--- src/rtl/sprite_pkg.sv ---
// Shared sprite-table definitions: entry type codes, entry field positions,
// FSM state encodings and the entry packing helper.
package sprite_pkg;

  localparam logic [5:0] SPR_CHARGE_FILLED = 6'h13;
  localparam logic [5:0] SPR_CHARGE_EMPTY  = 6'h14;
  localparam logic [5:0] SPR_NONE          = 6'h00;

  // Entry layout: [31:26] type, [25:24] zero, [23:14] X right edge
  // (exclusive), [13:4] Y top, [3:0] zero.
  localparam int ENT_TYPE_LSB = 26;
  localparam int ENT_X_LSB    = 14;
  localparam int ENT_Y_LSB    = 4;

  typedef enum logic {CH_IDLE, CH_CHARGING} charge_state_e;
  typedef enum logic {R_IDLE, R_WRITE} refresh_state_e;

  function automatic logic [31:0] pack_entry(input logic [5:0] spr_type,
                                             input logic [9:0] x_right,
                                             input logic [9:0] y_top);
    logic [31:0] word;
    word = '0;
    word[ENT_TYPE_LSB +: 6] = spr_type;
    word[ENT_X_LSB +: 10]   = x_right;
    word[ENT_Y_LSB +: 10]   = y_top;
    return word;
  endfunction

endpackage

--- src/rtl/table_write_sequencer.sv ---
// Refresh sequencer: once per frame sweeps NUM_UNITS table writes.
// Handshake: tbl_we_o is a valid; tbl_addr_o/tbl_data_o are held stable
// while tbl_we_o=1 and advance only in a cycle where tbl_ack_o... rather
// tbl_ack_i=1 (the ready). tbl_ack_i is ignored while tbl_we_o=0.
// The entry for the unit about to be loaded is computed outside from
// load_idx_o/load_level_o/load_en_o and fed back on entry_*_i.
module table_write_sequencer
  import sprite_pkg::*;
#(
  parameter int NUM_UNITS = 10
) (
  input  logic           clk_i,
  input  logic           rst_ni,
  input  logic           frame_tick_i,
  input  logic [3:0]     level_i,
  input  logic           enable_i,
  input  logic [5:0]     entry_addr_i,
  input  logic [31:0]    entry_data_i,
  input  logic           tbl_ack_i,
  output logic [3:0]     load_idx_o,
  output logic [3:0]     load_level_o,
  output logic           load_en_o,
  output logic           tbl_we_o,
  output logic [5:0]     tbl_addr_o,
  output logic [31:0]    tbl_data_o,
  output refresh_state_e state_o
);

  localparam logic [3:0] LAST_IDX = 4'(NUM_UNITS - 1);

  refresh_state_e state_q, state_d;
  logic           pending_q, pending_d;
  logic [3:0]     idx_q, idx_d;
  logic [3:0]     snap_level_q, snap_level_d;
  logic           snap_en_q, snap_en_d;
  logic [5:0]     addr_q, addr_d;
  logic [31:0]    data_q, data_d;
  logic           load;

  // Next-state: start a sweep on a pending (or same-cycle) tick, advance on ack.
  always_comb begin
    state_d      = state_q;
    pending_d    = pending_q | frame_tick_i;
    idx_d        = idx_q;
    snap_level_d = snap_level_q;
    snap_en_d    = snap_en_q;
    load         = 1'b0;
    case (state_q)
      R_IDLE: begin
        if (pending_q || frame_tick_i) begin
          pending_d    = 1'b0;
          idx_d        = 4'd0;
          snap_level_d = level_i;
          snap_en_d    = enable_i;
          load         = 1'b1;
          state_d      = R_WRITE;
        end
      end
      R_WRITE: begin
        if (tbl_ack_i) begin
          if (idx_q == LAST_IDX) begin
            state_d = R_IDLE;
          end else begin
            idx_d = idx_q + 4'd1;
            load  = 1'b1;
          end
        end
      end
      default: state_d = R_IDLE;
    endcase
  end

  // Output registers reload only when a new entry is presented.
  always_comb begin
    addr_d = load ? entry_addr_i : addr_q;
    data_d = load ? entry_data_i : data_q;
  end

  // State and output registers.
  always_ff @(posedge clk_i or negedge rst_ni) begin
    if (!rst_ni) begin
      state_q      <= R_IDLE;
      pending_q    <= 1'b0;
      idx_q        <= 4'd0;
      snap_level_q <= 4'd0;
      snap_en_q    <= 1'b0;
      addr_q       <= 6'd0;
      data_q       <= 32'd0;
    end else begin
      state_q      <= state_d;
      pending_q    <= pending_d;
      idx_q        <= idx_d;
      snap_level_q <= snap_level_d;
      snap_en_q    <= snap_en_d;
      addr_q       <= addr_d;
      data_q       <= data_d;
    end
  end

  assign load_idx_o   = idx_d;
  assign load_level_o = snap_level_d;
  assign load_en_o    = snap_en_d;
  assign tbl_we_o     = (state_q == R_WRITE);
  assign tbl_addr_o   = addr_q;
  assign tbl_data_o   = data_q;
  assign state_o      = state_q;

endmodule

--- src/rtl/charge_bar_table_writer.sv ---
// Charging-bar producer: tracks shot charge while fire is held, emits a
// fire strobe on release, and refreshes one sprite-table entry per bar
// unit every frame through table_write_sequencer.
module charge_bar_table_writer
  import sprite_pkg::*;
#(
  parameter int         NUM_UNITS = 10,
  parameter int         UNIT_W    = 25,
  parameter logic [9:0] BAR_X0    = 10'd100,
  parameter logic [9:0] BAR_Y     = 10'd440,
  parameter logic [5:0] BASE_ADDR = 6'd32,
  parameter int         TICK_DIV  = 4
) (
  input  logic        Clk,
  input  logic        Reset_n,
  input  logic        frame_tick,
  input  logic        charge_enable,
  input  logic        charge_hold,
  output logic [3:0]  level_out,
  output logic        fire_pulse,
  output logic [3:0]  fire_level,
  output logic        tbl_we,
  output logic [5:0]  tbl_addr,
  output logic [31:0] tbl_data,
  input  logic        tbl_ack,
  output logic        dbg_charge_state,
  output logic        dbg_refresh_state
);

  localparam int               DIV_W     = (TICK_DIV > 1) ? $clog2(TICK_DIV) : 1;
  localparam logic [DIV_W-1:0] DIV_LAST  = DIV_W'(TICK_DIV - 1);
  localparam logic [3:0]       MAX_LEVEL = 4'(NUM_UNITS);

  charge_state_e    state_q, state_d;
  logic [3:0]       level_q, level_d;
  logic [DIV_W-1:0] div_q, div_d;
  logic             fire_pulse_q, fire_pulse_d;
  logic [3:0]       fire_level_q, fire_level_d;

  // Charge FSM: losing the turn overrides everything, then release, then ticks.
  always_comb begin
    state_d      = state_q;
    level_d      = level_q;
    div_d        = div_q;
    fire_pulse_d = 1'b0;
    fire_level_d = fire_level_q;
    if (!charge_enable) begin
      state_d = CH_IDLE;
      level_d = 4'd0;
      div_d   = '0;
    end else begin
      case (state_q)
        CH_IDLE: begin
          if (charge_hold) begin
            state_d = CH_CHARGING;
            div_d   = '0;
          end
        end
        CH_CHARGING: begin
          if (!charge_hold) begin
            if (level_q != 4'd0) begin
              fire_pulse_d = 1'b1;
              fire_level_d = level_q;
            end
            level_d = 4'd0;
            state_d = CH_IDLE;
          end else if (frame_tick) begin
            if (div_q == DIV_LAST) begin
              div_d = '0;
              if (level_q < MAX_LEVEL) level_d = level_q + 4'd1;
            end else begin
              div_d = div_q + 1'b1;
            end
          end
        end
        default: state_d = CH_IDLE;
      endcase
    end
  end

  // Charge FSM registers.
  always_ff @(posedge Clk or negedge Reset_n) begin
    if (!Reset_n) begin
      state_q      <= CH_IDLE;
      level_q      <= 4'd0;
      div_q        <= '0;
      fire_pulse_q <= 1'b0;
      fire_level_q <= 4'd0;
    end else begin
      state_q      <= state_d;
      level_q      <= level_d;
      div_q        <= div_d;
      fire_pulse_q <= fire_pulse_d;
      fire_level_q <= fire_level_d;
    end
  end

  // Entry generation for the unit the sequencer is about to present.
  logic [3:0]     load_idx;
  logic [3:0]     load_level;
  logic           load_en;
  logic [9:0]     entry_x;
  logic [5:0]     entry_type;
  logic [5:0]     entry_addr;
  logic [31:0]    entry_data;
  refresh_state_e seq_state;

  // Unit type from the sweep snapshot: hidden, filled below level, else empty.
  always_comb begin
    entry_type = SPR_NONE;
    if (load_en) entry_type = (load_idx < load_level) ? SPR_CHARGE_FILLED : SPR_CHARGE_EMPTY;
  end

  // Right edge is exclusive and wraps in 10 bits.
  assign entry_x    = BAR_X0 + ({6'd0, load_idx} + 10'd1) * 10'(UNIT_W);
  assign entry_addr = BASE_ADDR + {2'b00, load_idx};
  assign entry_data = pack_entry(entry_type, entry_x, BAR_Y);

  table_write_sequencer #(
    .NUM_UNITS (NUM_UNITS)
  ) u_seq (
    .clk_i        (Clk),
    .rst_ni       (Reset_n),
    .frame_tick_i (frame_tick),
    .level_i      (level_q),
    .enable_i     (charge_enable),
    .entry_addr_i (entry_addr),
    .entry_data_i (entry_data),
    .tbl_ack_i    (tbl_ack),
    .load_idx_o   (load_idx),
    .load_level_o (load_level),
    .load_en_o    (load_en),
    .tbl_we_o     (tbl_we),
    .tbl_addr_o   (tbl_addr),
    .tbl_data_o   (tbl_data),
    .state_o      (seq_state)
  );

  assign level_out         = level_q;
  assign fire_pulse        = fire_pulse_q;
  assign fire_level        = fire_level_q;
  assign dbg_charge_state  = state_q;
  assign dbg_refresh_state = seq_state;

endmodule
--- config.mk ---
export PLATFORM = sky130hd
export DESIGN_NAME = charge_bar_table_writer
export DESIGN_NICKNAME = d
export VERILOG_FILES = /design/src/rtl/sprite_pkg.sv /design/src/rtl/table_write_sequencer.sv /design/src/rtl/charge_bar_table_writer.sv
export SDC_FILE = /design/constraint.sdc
export NUM_CORES = 1
export LEC_CHECK = 0
export CORE_MARGIN = 3
export CORE_UTILIZATION = 58
export DETAILED_ROUTE_END_ITERATION = 16
export GPL_TIMING_DRIVEN = 0
export PLACE_DENSITY = 0.84
export SYNTH_ARGS = -nofsm -noshare
export SYNTH_HDL_FRONTEND = slang
export SYNTH_HIERARCHICAL = 1
export SYNTH_SLANG_ARGS = --single-unit
export TNS_END_PERCENT = 100
--- constraint.sdc ---
create_clock -name Clk -period 13.2 [get_ports Clk]
set_clock_uncertainty 0.05 [all_clocks]
set_input_delay 2.64 -clock Clk [delete_from_list [all_inputs] [get_ports Clk]]
set_output_delay 2.64 -clock Clk [all_outputs]
set_load 0.03 [all_outputs]
==> impl_results.md, run 1 <==
* Reg2reg start: u_seq/idx_q[1]
* CP endpoint kind: flop
* Pins over their slew limit at 0
* Post-CTS Setup Bufs at 0
* Share of layout cells above drive strength 1 at 0.2239
* Per-cell routed wire length at 13.53 um
* Met3 WL post-DR at 252 um
* Commonest non-fill, non-tap cell in the layout: dfrtp_1
* Top FF cell, synth: dfrtp_1
* CP Data Required Time at 13.36 ns
* CTS tree: built
* Dominant cell type by area after synthesis: dfrtp_1
* Initial core utilization at 0.6074
* NumNets Final at 364
* Final setup fails at 0
* Max-cap check violation count at 0
* Hpwl dp at 3921 um
* Met2 routed WL at 2695 um
* Seq cells post-synth at 61
* Residual DRC at 0
* Crit-path max FO at 10
* Hold Vio Cnt, Final at 0
* WL final at 5478 um
* Critical Path End: u_seq/tbl_data_o[22]
* YS warnings at 6
* ANT nets after route at 0
* Total Die Area at 6336 um^2
* Setup CP Type: in -> reg
* TritonCTS buffer count at 9
* Filler instances at 337
* Worst slew margin at 0.3729
* PortBufs at 55
* Status: complete, no violations
* Crit start category: input port
* RSZ-0062 raised after global routing: no
* Clk Latency, worst-skew pair at 0.32 ns
* Worst hold path type: reg -> reg
* Area growth syn-to-layout at 29.27%
* IO Count at 56
* Register Area at 1526 um^2
* First-pass GRT wire length at 9542 um
* Non-filler cells, final at 405
* Via density at 5.054
* Reg clk slew, reported paths at 0.07 ns
* Vias at 2047
* Crit share post-route at 0.5373
* Power Density at 280.0 nW/um^2
* Grt total ovfl at 0
* Final worst path period need at 7.093 ns
* Worst r2r path cells at 20
* Maximum number of pins on one net before global-route repair at 34
* Maximum vdd drop at 0.1861 mV
* Synthesized area at 3142 um^2
* Worst path arrival time at 7.26 ns
* CP startpoint: frame_tick
* Post-synth EDFFs at 0
* Post-CTS Hold Buffers at 0
* Die width at 79.60 um
* Commonest cells after routing, fill and taps aside: dfrtp_1 (61), clkdlybuf4s50_1 (54), mux2_2 (34), ha_1 (27)
* Gates resized, CTS repair at 0
* Gr usage total at 0.1954
* Vias in the first global route at 2042
* Reg-to-reg critical path endpoint: u_seq/tbl_data_o[22]
* Final setup TNS at 0 ns
* Hold Path Origin: u_seq/snap_level_q[3]
* Average size of a mapped cell at 12.82 um^2
* N_diodes at 0
* Drt pass-1 iters at 4
* Clk root buf: clkbuf_8
* Mapped Cells at 245
* Synth area leaders: dfrtp_1 (49%), mux2_2 (12%), ha_1 (11%), mux2_4 (5.3%), inv_1 (2.4%)
* DP Cell Count at 389
* Sequential-to-total area share from yosys stat at 0.4859
* Num rows at 26
* R2r setup slk at 8.54 ns
* Gpl congestion at 0.8061
* Initial DRC Count at 43
* Synth top area share at 0.4859
* Leak at 1.968 nW
* Antenna violations before repair at 0
* Highest metal used: met4
* Ys async rst share at 1.000
* Metal-1 WL at 2456 um
* Multi-input gate area in the final layout at 1559 um^2
* Yosys cell types at 47
* Clock sink total at 61
* Tightest Pin Transition at 0.9308 ns
* Core box area at 5172 um^2
* DIE HEIGHT at 79.60 um
* Longest Clk Path Bufs at 2
* CTS H-tree lvls at 3
* Achievable Freq at 141.0 MHz
==> metrics by stage <==
stage | setup slack (ns) | cell area [um^2] | hold WS (ns) | power, mW | utilization
floorplan | 6.944 | 3209 | 0.4206 | 0.7871 | -
global placement | 5.797 | 3847 | 0.4276 | 0.9536 | 0.7438
detailed placement | 5.788 | 3862 | 0.4342 | 0.9691 | 0.7467
CTS | 6.136 | 4061 | 0.4506 | 1.147 | 0.7852
global route | 5.798 | 4061 | 0.4641 | 1.234 | 0.7852
finish | 6.107 | 4061 | 0.4479 | 1.137 | 0.7852
==> cells by family (layout without fill, tap and decap cells) <==
logic type / count (synthesis) / in the layout / share of synthesized area
flip-flops: 61 / 61 / 0.4859
multiplexers: 48 / 48 / 0.1840
AND/OR/NAND/NOR: 37 / 37 / 0.06731
AO/OA/AOI/OAI: 34 / 34 / 0.07448
adder cells (fa/ha/maj): 28 / 28 / 0.1139
buffers and inverters: 25 / 97 / 0.03942
XOR/XNOR: 10 / 10 / 0.03266
other: 2 / 20 / 0.002390
==> cell usage after synthesis, types with 3 or more instances <==
cell type,instances
and3_1,3
mux2i_1,3
o21ai_0,4
buf_4,3
nand4_1,3
nor2b_1,3
mux2_4,11
nand2b_1,3
o21ai_1,5
xnor2_1,6
nand2_1,11
inv_1,20
mux2_2,34
ha_1,27
a21oi_1,8
nand3_1,3
dfrtp_1,61
==> critical path, stage by stage <==
cell	delay (ns)
clkdlybuf4s50_1	0.60
o21bai_4	0.35
o21ai_2	0.13
buf_6	0.17
buf_8	0.16
mux2i_1	0.56
inv_1	0.16
ha_1	0.41
xor2_1	0.19
ha_1	0.31
ha_1	0.28
ha_1	0.20
inv_1	0.07
fa_1	0.39
inv_1	0.08
a21o_1	0.11
a21oi_1	0.07
xnor2_1	0.12
mux2_2	0.26
==> sequential cells by signal, summed over array words and instances, names as in the netlist <==
register,cells
u_seq/tbl_data_o,32
u_seq/tbl_addr_o,6
fire_level,4
level_out,4
u_seq/idx_q,4
u_seq/snap_level_q,4
div_q,2
dbg_charge_state,1
fire_pulse,1
u_seq/pending_q,1
u_seq/snap_en_q,1
u_seq/state_o,1
==> final cells by class <==
type / count / area share
clock inverters: 7 / 0.01848
well taps: 70 / 0.02156
plain buffers: 5 / 0.01201
inverters: 20 / 0.01848
repair buffers: 56 / 0.1392
multi-input cells: 177 / 0.3839
flip-flops and latches: 61 / 0.3758
clock buffers: 9 / 0.03050
==> report_power, final <==
part | total (mW) | switching, mW | internal [mW]
registers | 0.279 | 0.0320 | 0.247
clock network | 0.163 | 0.0755 | 0.0876
logic | 0.695 | 0.357 | 0.338
==> per-layer routing <==
layer  GRT usage  up-vias
met4     0.08763        0
met5           0        -
li1            -     1004
met3     0.04063        5
met2      0.3139       47
met1      0.2545      991
==> worst min path at each step <==
stage                                  endpoint  slack (ns)  cells after the start
after floorplan           u_seq/snap_level_q[1]        0.42                      1
after global placement    u_seq/snap_level_q[3]        0.43                      1
after detailed placement  u_seq/snap_level_q[3]        0.43                      1
after CTS                 u_seq/snap_level_q[3]        0.45                      1
after global routing      u_seq/snap_level_q[1]        0.46                      1
final                     u_seq/snap_level_q[3]        0.45                      1
No activity file was read; power rests on OpenSTA's default activity.
==> run 2: changes to the inputs <==
--- a/config.mk
+++ b/config.mk
@@ -6,10 +6,10 @@
 export NUM_CORES = 1
 export LEC_CHECK = 0
 export CORE_MARGIN = 3
-export CORE_UTILIZATION = 58
+export CORE_UTILIZATION = 54
 export DETAILED_ROUTE_END_ITERATION = 16
 export GPL_TIMING_DRIVEN = 0
-export PLACE_DENSITY = 0.84
+export PLACE_DENSITY = 0.79
 export SYNTH_ARGS = -nofsm -noshare
 export SYNTH_HDL_FRONTEND = slang
 export SYNTH_HIERARCHICAL = 1
==> constraint.sdc (replaced) <==
create_clock -name Clk -period 6.7 [get_ports Clk]
set_clock_uncertainty 0.05 [all_clocks]
set_input_delay 1.34 -clock Clk [delete_from_list [all_inputs] [get_ports Clk]]
set_output_delay 1.34 -clock Clk [all_outputs]
set_load 0.03 [all_outputs]
==> run 2 against run 1 <==
- non-clock buffer count did not move
- wire length fell by 2.6%
- clock power rose by 94%
- cell count rose by 0.25%
- critical path depth did not move
- count of clock-buffer cells in the layout rose by 2
- critical path type unchanged
- highest routed layer unchanged
==> impl_results.md, run 2 (synthesis gave the netlist of run 1 again) <==
* Status: complete, no violations
* Power Total at 2.191 mW
* CP Data Required Time at 6.87 ns
* Pins over their slew limit at 0
* ANT nets after route at 0
* Crit start category: input port
* Setup CP Type: in -> reg
* PortBufs at 55
* Worst r2r path cells at 20
* Slowest library cell on the worst path: clkdlybuf4s50_1
* Die width at 82.28 um
* Antenna violations before repair at 0
* Initial DRC Count at 53
* Share of layout cells above drive strength 1 at 0.2186
* RSZ-0062 raised after global routing: no
* Final setup fails at 0
* Commonest non-fill, non-tap cell in the layout: dfrtp_1
* Num rows at 27
* Area growth syn-to-layout at 29.07%
* Reg clk slew, reported paths at 0.07 ns
* CTS H-tree lvls at 3
* Longest Clk Path Bufs at 2
* Total Die Area at 6769 um^2
* Clk Latency, worst-skew pair at 0.33 ns
* Commonest cells after routing, fill and taps aside: dfrtp_1 (61), clkdlybuf4s50_1 (54), mux2_2 (34), ha_1 (27)
* Initial core utilization at 0.5636
* N_diodes at 0
* Post-CTS Hold Buffers at 0
* Sequence of cells on the critical path: clkdlybuf4s50_1 -> o21bai_4 -> o21ai_2 -> buf_6 -> buf_8 -> mux2i_1 -> inv_1 -> ha_1 -> xor2_1 -> ha_1 -> ha_1 -> ha_1 -> inv_1 -> fa_1 -> inv_1 -> a21o_1 -> a21oi_1 -> xnor2_1 -> mux2_2
* Switching power at 0.8678 mW
* Power Density at 540.3 nW/um^2
* Worst stage delay on the critical path at 0.59 ns
* CTS tree: built
* Grt total ovfl at 0
* Net Sw Frac at 0.3961
* Max FFs per register at 32
* NumNets Final at 364
* Crit share post-route at 0.8544
* CP endpoint kind: flop
* Clock sink total at 61
* Hold Crit Depth at 1
* TritonCTS buffer count at 9
* Crit-path max FO at 10
* Residual DRC at 0
* Clk pwr share at 0.144
* DIE HEIGHT at 82.28 um
* Hold Vio Cnt, Final at 0
* Leak at 1.975 nW
* Per-cell routed wire length at 13.15 um
* Core box area at 5574 um^2
* Maximum number of pins on one net before global-route repair at 35
* Internal power at 1.323 mW
* Drt pass-1 iters at 4
* Gates resized, CTS repair at 0
* Hpwl dp at 3901 um
* Post-CTS Setup Bufs at 0
* Max-cap check violation count at 0
* Gr usage total at 0.1804
* Achievable Freq at 174.7 MHz
* Gpl congestion at 0.8066
* Most frequent CP cell: ha_1
* DP Cell Count at 391
* Vias at 2012
* Sequential share of power at 0.251
* Worst hold path type: reg -> reg
* Final core utilization at 0.7275
* First-pass GRT wire length at 9170 um
* Worst slew margin at 0.4006
* Clk root buf: clkbuf_8
* Non-filler cells, final at 406
* Tightest Pin Transition at 0.8897 ns
* WL final at 5338 um
* Combinational power share at 0.605
* Final worst path period need at 5.725 ns
* IO Count at 56
* Worst path arrival time at 5.90 ns
* Final setup TNS at 0 ns
* Via density at 4.956
* Vias in the first global route at 1982
* Maximum vdd drop at 0.3696 mV
run 2: cell count changes in the layout (fill, tap and decap cells not counted):
cell	previous run	this run
clkinvlp_4	3	0
inv_6	1	0
clkbuf_8	9	10
clkinv_2	1	2
clkbuf_1	0	1
run 2: critical path: cells and delay by family:
family          cells  cell delay, ns
mux                 2            0.79
buf+inv             6            1.21
fa+ha+maj           5            1.57
xor+xnor            2            0.32
compound gates      4            0.66
run 2: final cells by class:
type / instances / area, um^2
multi-input cells: 177 / 1559
flip-flops and latches: 61 / 1526
fillers: 410 / 1519
repair buffers: 56 / 565.5
clock buffers: 11 / 141.4
well taps: 72 / 90.09
inverters: 20 / 75.07
clock inverters: 4 / 48.80
plain buffers: 5 / 48.80
run 2: layer usage:
| metal | vias up | track usage | part of all wire |
|---|---|---|---|
| met5 | - | 0 | 0 |
| met4 | 0 | 0.07807 | 0.016 |
| met3 | 8 | 0.06508 | 0.053 |
| met2 | 37 | 0.2604 | 0.45 |
| met1 | 961 | 0.2433 | 0.48 |
| li1 | 1006 | - | - |
run 2: metrics by stage:
step           worst slack [ns]  instance area (um^2)  hold slack, ns
3_3_place_gp             0.6163                  3850          0.4282
6_report                 0.9752                  4055          0.4450
3_5_place_dp             0.6146                  3865          0.4342
5_1_grt                  0.6410                  4055          0.4619
4_1_cts                  0.9562                  4055          0.4489
2_1_floorplan             1.744                  3209          0.4206
run 2: worst paths after layout:
path | start | to | slack [ns]
max | frame_tick | u_seq/tbl_data_o[22] | 0.98
min | u_seq/snap_level_q[2] | u_seq/snap_level_q[2] | 0.44
max reg2reg | u_seq/idx_q[1] | u_seq/tbl_data_o[22] | 2.09
min reg2reg | u_seq/snap_level_q[2] | u_seq/snap_level_q[2] | 0.44
max in group asynchronous | Reset_n | u_seq/tbl_addr_o[5] | 5.03
min in group asynchronous | Reset_n | u_seq/tbl_data_o[22] | 0.97
run 2: power by group through the flow:
stage | clock (mW) | combinational [mW] | sequential, mW
4_1_cts | 0.328 | 1.35 | 0.551
3_3_place_gp | 0 | 1.32 | 0.552
2_1_floorplan | 0 | 0.818 | 0.733
6_report | 0.317 | 1.32 | 0.549
5_1_grt | 0.345 | 1.49 | 0.567
3_5_place_dp | 0 | 1.35 | 0.555
==> run 3: changes to the inputs <==
--- a/config.mk
+++ b/config.mk
@@ -5,6 +5,7 @@
 export SDC_FILE = /design/constraint.sdc
 export NUM_CORES = 1
 export LEC_CHECK = 0
+export ABC_CLOCK_PERIOD_IN_PS = 6700
 export CORE_MARGIN = 3
 export CORE_UTILIZATION = 54
 export DETAILED_ROUTE_END_ITERATION = 16
==> results of run 3 <==
Same layout as run 2: the final DEF is identical, and so are final timing and power.
